File: config.mk
export PLATFORM = sky130hd
export DESIGN_NAME = fir_mre_monitor
export DESIGN_NICKNAME = d
export VERILOG_FILES = /design/src/rtl/mre_pkg.sv /design/src/rtl/mre_divider.sv /design/src/rtl/fir_mre_monitor.sv
export SDC_FILE = /design/constraint.sdc
export NUM_CORES = 1
export LEC_CHECK = 0
export BUFFER_PORTS_ARGS = -buffer_cell sky130_fd_sc_hd__buf_2
export CORE_MARGIN = 2
export CORE_UTILIZATION = 55
export DETAILED_ROUTE_END_ITERATION = 10
export PLACE_DENSITY = 0.79
export SLEW_MARGIN = 15
export SYNTH_ARGS = -nofsm -noshare
export SYNTH_HDL_FRONTEND = slang
export SYNTH_SLANG_ARGS = --single-unit
File: constraint.sdc
create_clock -name clk -period 4.7 [get_ports clk]
set_input_delay 0.94 -clock clk [delete_from_list [all_inputs] [get_ports clk]]
set_output_delay 0.94 -clock clk [all_outputs]
set_load 0.005 [all_outputs]
File: src/rtl/mre_pkg.sv
// Shared types and helpers for the FIR approximate-adder error monitor.
//   state_t  : monitor FSM states
//   W_DEF / FRAC_DEF / NSAMP_DEF / ACC_W_DEF : default parameter values
//   sat_add  : unsigned add clamped to a w-bit all-ones ceiling (w <= 63)
package mre_pkg;

  localparam int W_DEF     = 16;
  localparam int FRAC_DEF  = 8;
  localparam int NSAMP_DEF = 1024;
  localparam int ACC_W_DEF = 32;

  typedef enum logic [1:0] {
    IDLE   = 2'd0,
    ACCEPT = 2'd1,
    DIVIDE = 2'd2,
    DONE   = 2'd3
  } state_t;

  // Operands are carried at 64 bits so one helper serves any accumulator
  // width; the sum cannot wrap because both inputs are below 2^63.
  function automatic logic [63:0] sat_add(input logic [63:0] acc,
                                          input logic [63:0] inc,
                                          input int unsigned w = ACC_W_DEF);
    logic [63:0] lim;
    logic [63:0] sum;
    lim = (64'd1 << w) - 64'd1;
    sum = acc + inc;
    return (sum > lim) ? lim : sum;
  endfunction

endpackage

File: src/rtl/mre_divider.sv
// Sequential restoring divider, one quotient bit per cycle.
//   clk, rstN : clock, async active-low reset
//   go        : load dividend/divisor and start (single-cycle pulse)
//   dividend  : W+1+FRAC-bit unsigned numerator
//   divisor   : W+1-bit unsigned denominator, must be non-zero
//   quotient  : floor(dividend/divisor), valid only while q_valid is high
//   q_valid   : high during the N-th (final) iteration cycle after go
// The final quotient bit is presented combinationally on the last cycle so
// the consumer can accumulate it without an extra cycle of latency.
module mre_divider #(
  parameter int W    = 16,
  parameter int FRAC = 8
) (
  input  logic            clk,
  input  logic            rstN,
  input  logic            go,
  input  logic [W+FRAC:0] dividend,
  input  logic [W:0]      divisor,
  output logic [W+FRAC:0] quotient,
  output logic            q_valid
);

  localparam int N  = W + 1 + FRAC;
  localparam int CW = $clog2(N);

  logic [W:0]    rem_q;
  logic [W:0]    dsr_q;
  logic [N-1:0]  dq_q;     // dividend bits shift out, quotient bits shift in
  logic [CW-1:0] cnt_q;
  logic          run_q;

  logic [W+1:0]  trial;
  logic [W+1:0]  diff;
  logic          fits;

  // trial < 2*divisor, so trial - divisor lies in [-divisor, divisor-1];
  // its top bit is therefore a clean borrow flag.
  always_comb begin
    trial = {rem_q, dq_q[N-1]};
    diff  = trial - {1'b0, dsr_q};
    fits  = ~diff[W+1];
  end

  assign quotient = {dq_q[N-2:0], fits};
  assign q_valid  = run_q && (cnt_q == CW'(N-1));

  always_ff @(posedge clk or negedge rstN) begin
    if (!rstN) begin
      rem_q <= '0;
      dsr_q <= '0;
      dq_q  <= '0;
      cnt_q <= '0;
      run_q <= 1'b0;
    end else if (go) begin
      rem_q <= '0;
      dsr_q <= divisor;
      dq_q  <= dividend;
      cnt_q <= '0;
      run_q <= 1'b1;
    end else if (run_q) begin
      rem_q <= fits ? diff[W:0] : trial[W:0];
      dq_q  <= quotient;
      cnt_q <= cnt_q + CW'(1);
      if (q_valid) run_q <= 1'b0;
    end
  end

endmodule

File: src/rtl/fir_mre_monitor.sv
// Error monitor for the exact/approximate FIR pair.
// Accumulates, over NSAMP accepted pairs, sum and max of |y_exact-y_approx|,
// the sum of floor((|e| << FRAC) / |y_exact|) and the count of y_exact == 0.
//   clk, rstN          : clock, async active-low reset (aborts a run)
//   start              : begin a run (honoured only in IDLE)
//   in_valid/in_ready  : sample-pair handshake
//   y_exact, y_approx  : signed W-bit samples
//   busy, done         : run status; done pulses once per completed run
//   sample_cnt, zero_ref_cnt, sum_abs_err, max_abs_err, sum_rel_err : results
module fir_mre_monitor
  import mre_pkg::*;
#(
  parameter int W     = W_DEF,
  parameter int FRAC  = FRAC_DEF,
  parameter int NSAMP = NSAMP_DEF,
  parameter int ACC_W = ACC_W_DEF,
  parameter int CNT_W = $clog2(NSAMP + 1)
) (
  input  logic             clk,
  input  logic             rstN,
  input  logic             start,
  input  logic             in_valid,
  output logic             in_ready,
  input  logic [W-1:0]     y_exact,
  input  logic [W-1:0]     y_approx,
  output logic             busy,
  output logic             done,
  output logic [CNT_W-1:0] sample_cnt,
  output logic [CNT_W-1:0] zero_ref_cnt,
  output logic [ACC_W-1:0] sum_abs_err,
  output logic [W:0]       max_abs_err,
  output logic [ACC_W-1:0] sum_rel_err
);

  localparam logic [W:0] ONE = (W+1)'(1);

  state_t state_q, state_d;

  logic [W:0]      ex, ap, e;
  logic [W:0]      abs_e, abs_x;
  logic            zero_ref, no_div, last, go, q_valid;
  logic [W+FRAC:0] quotient;

  // Sign-extend to W+1 bits so the difference and |-2^(W-1)| both fit.
  always_comb begin
    ex       = {y_exact[W-1], y_exact};
    ap       = {y_approx[W-1], y_approx};
    e        = ex - ap;
    abs_e    = e[W]  ? (~e  + ONE) : e;
    abs_x    = ex[W] ? (~ex + ONE) : ex;
    zero_ref = (y_exact == '0);
    no_div   = zero_ref || (abs_e == '0);
    last     = (sample_cnt == CNT_W'(NSAMP - 1));
  end

  assign in_ready = (state_q == ACCEPT);
  assign busy     = (state_q == ACCEPT) || (state_q == DIVIDE);
  assign done     = (state_q == DONE);

  mre_divider #(.W(W), .FRAC(FRAC)) u_div (
    .clk      (clk),
    .rstN     (rstN),
    .go       (go),
    .dividend ({abs_e, {FRAC{1'b0}}}),
    .divisor  (abs_x),
    .quotient (quotient),
    .q_valid  (q_valid)
  );

  always_ff @(posedge clk or negedge rstN) begin
    if (!rstN) state_q <= IDLE;
    else       state_q <= state_d;
  end

  always_comb begin
    state_d = state_q;
    go      = 1'b0;
    case (state_q)
      IDLE:   if (start) state_d = ACCEPT;
      ACCEPT: if (in_valid) begin
        if (no_div) begin
          state_d = last ? DONE : ACCEPT;
        end else begin
          state_d = DIVIDE;
          go      = 1'b1;
        end
      end
      DIVIDE: if (q_valid) state_d = last ? DONE : ACCEPT;
      DONE:   state_d = IDLE;
      default: state_d = IDLE;
    endcase
  end

  always_ff @(posedge clk or negedge rstN) begin
    if (!rstN) begin
      sample_cnt   <= '0;
      zero_ref_cnt <= '0;
      sum_abs_err  <= '0;
      max_abs_err  <= '0;
      sum_rel_err  <= '0;
    end else begin
      case (state_q)
        IDLE: if (start) begin
          sample_cnt   <= '0;
          zero_ref_cnt <= '0;
          sum_abs_err  <= '0;
          max_abs_err  <= '0;
          sum_rel_err  <= '0;
        end
        ACCEPT: if (in_valid) begin
          sum_abs_err <= ACC_W'(sat_add(64'(sum_abs_err), 64'(abs_e), ACC_W));
          if (abs_e > max_abs_err) max_abs_err <= abs_e;
          if (zero_ref) begin
            zero_ref_cnt <= zero_ref_cnt + CNT_W'(1);
            sample_cnt   <= sample_cnt + CNT_W'(1);
          end else if (abs_e == '0) begin
            sample_cnt <= sample_cnt + CNT_W'(1);
          end
        end
        DIVIDE: if (q_valid) begin
          sum_rel_err <= ACC_W'(sat_add(64'(sum_rel_err), 64'(quotient), ACC_W));
          sample_cnt  <= sample_cnt + CNT_W'(1);
        end
        default: ;
      endcase
    end
  end

endmodule
==> metrics.md <==
| Metric | Value |
|---|---|
| Total power | `11.6 mW` |
| Dpl hpwl | `28200 um` |
| GR Util All Layers | `33.5%` |
| Worst skew pair latency | `0.45 ns` |
| Worst Hold End | `u_div.dsr_q[16]$_DFFE_PN0P_` |
| Max Used Layer | `met4` |
| GP Congestion | `0.967` |
| Type of the worst min-delay path | `reg -> reg` |
| Slew headroom | `34.0%` |
| GR Overflow Total | `0` |
| FF+latch count, synth | `170` |
| P_leak | `8.98 nW` |
| N_diodes | `0` |
| Tmin final | `5.22 ns` |
| Seq/Total Area, Yosys | `33.1%` |
| Final period utilization | `111%` |
| ANT nets after route | `0` |
| Area Overhead vs Synth | `42.2%` |
| Largest cells by area after synthesis | `dfrtp_1 33%, ha_1 10%, mux2i_1 7.3%` |
| Crit path DAT | `5.51 ns` |
| Cell mode on critical path | `inv_1` |
| Nature of the critical path endpoint | `flop` |
| Die Width | `157 um` |
| Worst R2R Setup Slack | `-0.09 ns` |
| Starting density of the core | `56.5%` |
| Clock sink count | `170` |
| Setup Viol. Count Final | `67` |
| Critical-path top delay cell | `fa_2` |
| Layout cell share with drive strength beyond 1 | `37.3%` |
| Root Buffer | `clkbuf_16` |
| Startpoint Class | `input port` |
| Worst reg2reg path startpoint | `u_div.dsr_q[1]$_DFFE_PN0P_` |
| Slew @ Worst Pin | `0.987 ns` |
| Clock transition at path regs | `0.07 ns` |
| Hold Startpoint | `u_div.dsr_q[16]$_DFFE_PN0P_` |
| CP bufs+invs | `5` |
| Remaining DRCs | `0` |
| Core box area | `22800 um2` |
| FF-to-FF End | `sum_rel_err[31]$_DFFE_PN0P_` |
| Post-Syn Nets | `1638` |
| Hold Fails Final Rpt | `0` |
| RSZ-0062 raised after global routing | `yes` |
| Port-buffer cells | `141` |
| Vias in the first global route | `13191` |
| Final Core Density | `80.3%` |
| Largest net degree at the start of global routing | `87` |
| Setup CP Type | `in -> reg` |
| CTS tree | `done` |
| Slowest stage delay, CP | `0.40 ns` |
| PwrDens | `634 nW/um2` |
| Peak supply drop | `422 uV` |
| Clk_skew | `0.0127 ns` |
| Drt via density | `6.41` |
| Global-route wire length before repair | `65600 um` |
| Post-synth ARST share | `100%` |
| Worst path cell trace | `buf_12 -> inv_12 -> ha_4 -> fa_2 -> nor2b_4 -> o2111ai_4 -> nand4_1 -> a21oi_4 -> buf_4 -> o21ai_0 -> xor2_1 -> inv_1 -> ha_1 -> inv_1 -> o21bai_2 -> a211oi_2 -> nor4_4 -> o311ai_4 -> a21boi_4 -> or2_4 -> and2_4 -> a31oi_4 -> o21ai_1` |
| Yosys cell types | `73` |
| Hold Path Depth | `2` |
| Iteration-0 DRC count of the detailed router | `1803` |
| Post-DP Area | `15700 um2` |
| Drt pass-1 iters | `6` |
| Violated checks | `negative setup slack` |
| Die area | `24600 um2` |
| Most common cell after layout, fill and taps aside | `buf_4` |
| Clock buffer depth | `2` |
| DR vias | `14255` |
| Post-route cell area | `18300 um2` |
| Num CTS Buffers | `17` |
| CP max FO | `8` |
| Max frequency | `192 MHz` |
| Crit-path leading delay family | `compound AO/OA/AOI/OAI gates` |
| Number of synthesized flops with an enable pin | `0` |
| MaxCap Viol Count | `0` |
| Cts hold-fix bufs | `0` |
| WL met3 | `4140 um` |
| Top FF cell, synth | `dfrtp_1` |
| # fillers | `1273` |
| Required @ worst endpoint | `4.99 ns` |
| Final WS setup | `-0.519 ns` |
| Yosys Warn Count | `0` |
| Wirelength, routed | `48600 um` |
| Num rows | `55` |
| I/O pins | `142` |
| Met2 wire len | `22700 um` |
| Mapped cell area | `12900 um2` |
| Most frequent cells in the layout | `267 x buf_4, 169 x dfrtp_1, 147 x nand2_1` |
| Register-to-Register Path Depth | `24` |
| Nets@finish | `2043` |
| Slew Limit Fails | `0` |
| Met1 WL | `18300 um` |
| Worst hold margin | `0.513 ns` |
| Gate Count Post-Synth | `1493` |
| Outcome | `finished, violations left` |
| H-tree Lvls | `4` |
| WL/cell | `21.9 um` |
| Syn Area/Cell | `8.62 um2` |
| Synth area leader | `dfrtp_1` |
| Die height | `157 um` |
| Initial antenna violation count | `0` |
| Area share of the largest cell type after synthesis | `33.1%` |
-- where the power goes --
part	switching [mW]	internal, mW
registers	0.473	1.96
logic	4.16	3.50
clock network	0.666	0.853
total	5.30	6.31
-- worst max path at each step --
stage                            from  cells after the start                          end  slack [ns]
final                      y_exact[0]                     23  sum_abs_err[26]$_DFFE_PN0P_       -0.52
after global routing      y_approx[2]                     23  sum_abs_err[24]$_DFFE_PN0P_       -0.58
after CTS                  y_exact[0]                     25  sum_abs_err[29]$_DFFE_PN0P_       -0.12
after detailed placement   y_exact[0]                     23  sum_abs_err[23]$_DFFE_PN0P_       -1.08
after global placement     y_exact[0]                     22  sum_abs_err[27]$_DFFE_PN0P_       -0.88
after floorplan            y_exact[0]                     25  sum_abs_err[19]$_DFFE_PN0P_       -0.48
-- cell type report --
class	count	area, um2	share of cell area (%)
Multi-Input combinational cell	1163	9410	51.4
Sequential cell	170	4260	23.3
Timing Repair Buffer	440	3240	17.7
Clock buffer	21	450	2.46
Inverter	106	410	2.24
Tap cell	313	392	2.14
Clock inverter	10	143	0.779
-- logic make-up after synthesis --
logic type / share of synthesized area [%]
compound gates: 19.9
xor+xnor: 6.26
fa+ha+maj: 10.8
buf+inv: 4.88
flops: 33.1
mux: 7.57
simple gates: 17.5
-- worst reg2reg max path, cell delays in order, from the launching register on --
cell and delay, ns:
dfrtp_1 0.40, inv_2 0.09, ha_4 0.20, nor2b_4 0.12
o21a_1 0.18, o21ai_2 0.16, a21oi_2 0.11, a211oi_2 0.26
nor3_2 0.10, o211ai_1 0.21, nand4b_1 0.20, ha_2 0.26
fa_2 0.35, a21o_1 0.17, a21oi_2 0.17, o21a_1 0.18
o21ai_2 0.08, nand3_2 0.11, a31oi_4 0.11, a221oi_2 0.31
a21o_1 0.32, buf_6 0.17, buf_4 0.11, nor4b_4 0.22
nor3_1 0.08
-- what timing repair did --
item | CTS | global route
endpoints found under the setup margin | 158 | 158
cloned | 2 | 4
gates resized for setup | 137 | 190
pin swaps | 64 | 93
buffers inserted | 30 | 32
-- cell usage after synthesis, drive strengths merged (24+ instances only) --
master,n
nand2,153
inv,106
xnor2,48
clkbuf,44
a31oi,26
xor2,44
nor3,26
nand3,35
o21ai,119
nor2,109
ha,105
a21o,29
a211oi,24
dfrtp,170
a21oi,79
mux2i,94
-- routing by layer --
layer | global-route usage [%] | vias up
met1 | 41.7 | 6843
li1 | - | 6164
met3 | 5.89 | 282
met2 | 56.1 | 966
met4 | 17.1 | 0
met5 | 0 | -
-- state kept, by name, indices dropped and copies added (netlist names) --
signal,flops
u_div.rem_q,17
zero_ref_cnt,11
sum_abs_err,32
u_div.cnt_q,5
max_abs_err,17
u_div.dsr_q,17
u_div.run_q,1
sum_rel_err,32
u_div.dq_q,25
state_q,2
sample_cnt,11
-- metrics by stage --
stage          cells  setup WS, ns  TNS, ns
6_report        2223        -0.519   -18.98
5_1_grt         2223        -0.579   -28.89
4_1_cts         2187        -0.117    -2.49
3_5_place_dp    2124         -1.08  -110.53
3_3_place_gp    2124        -0.880   -88.97
2_1_floorplan   1493        -0.477   -15.90
No activity file was read; power rests on OpenSTA's default activity.
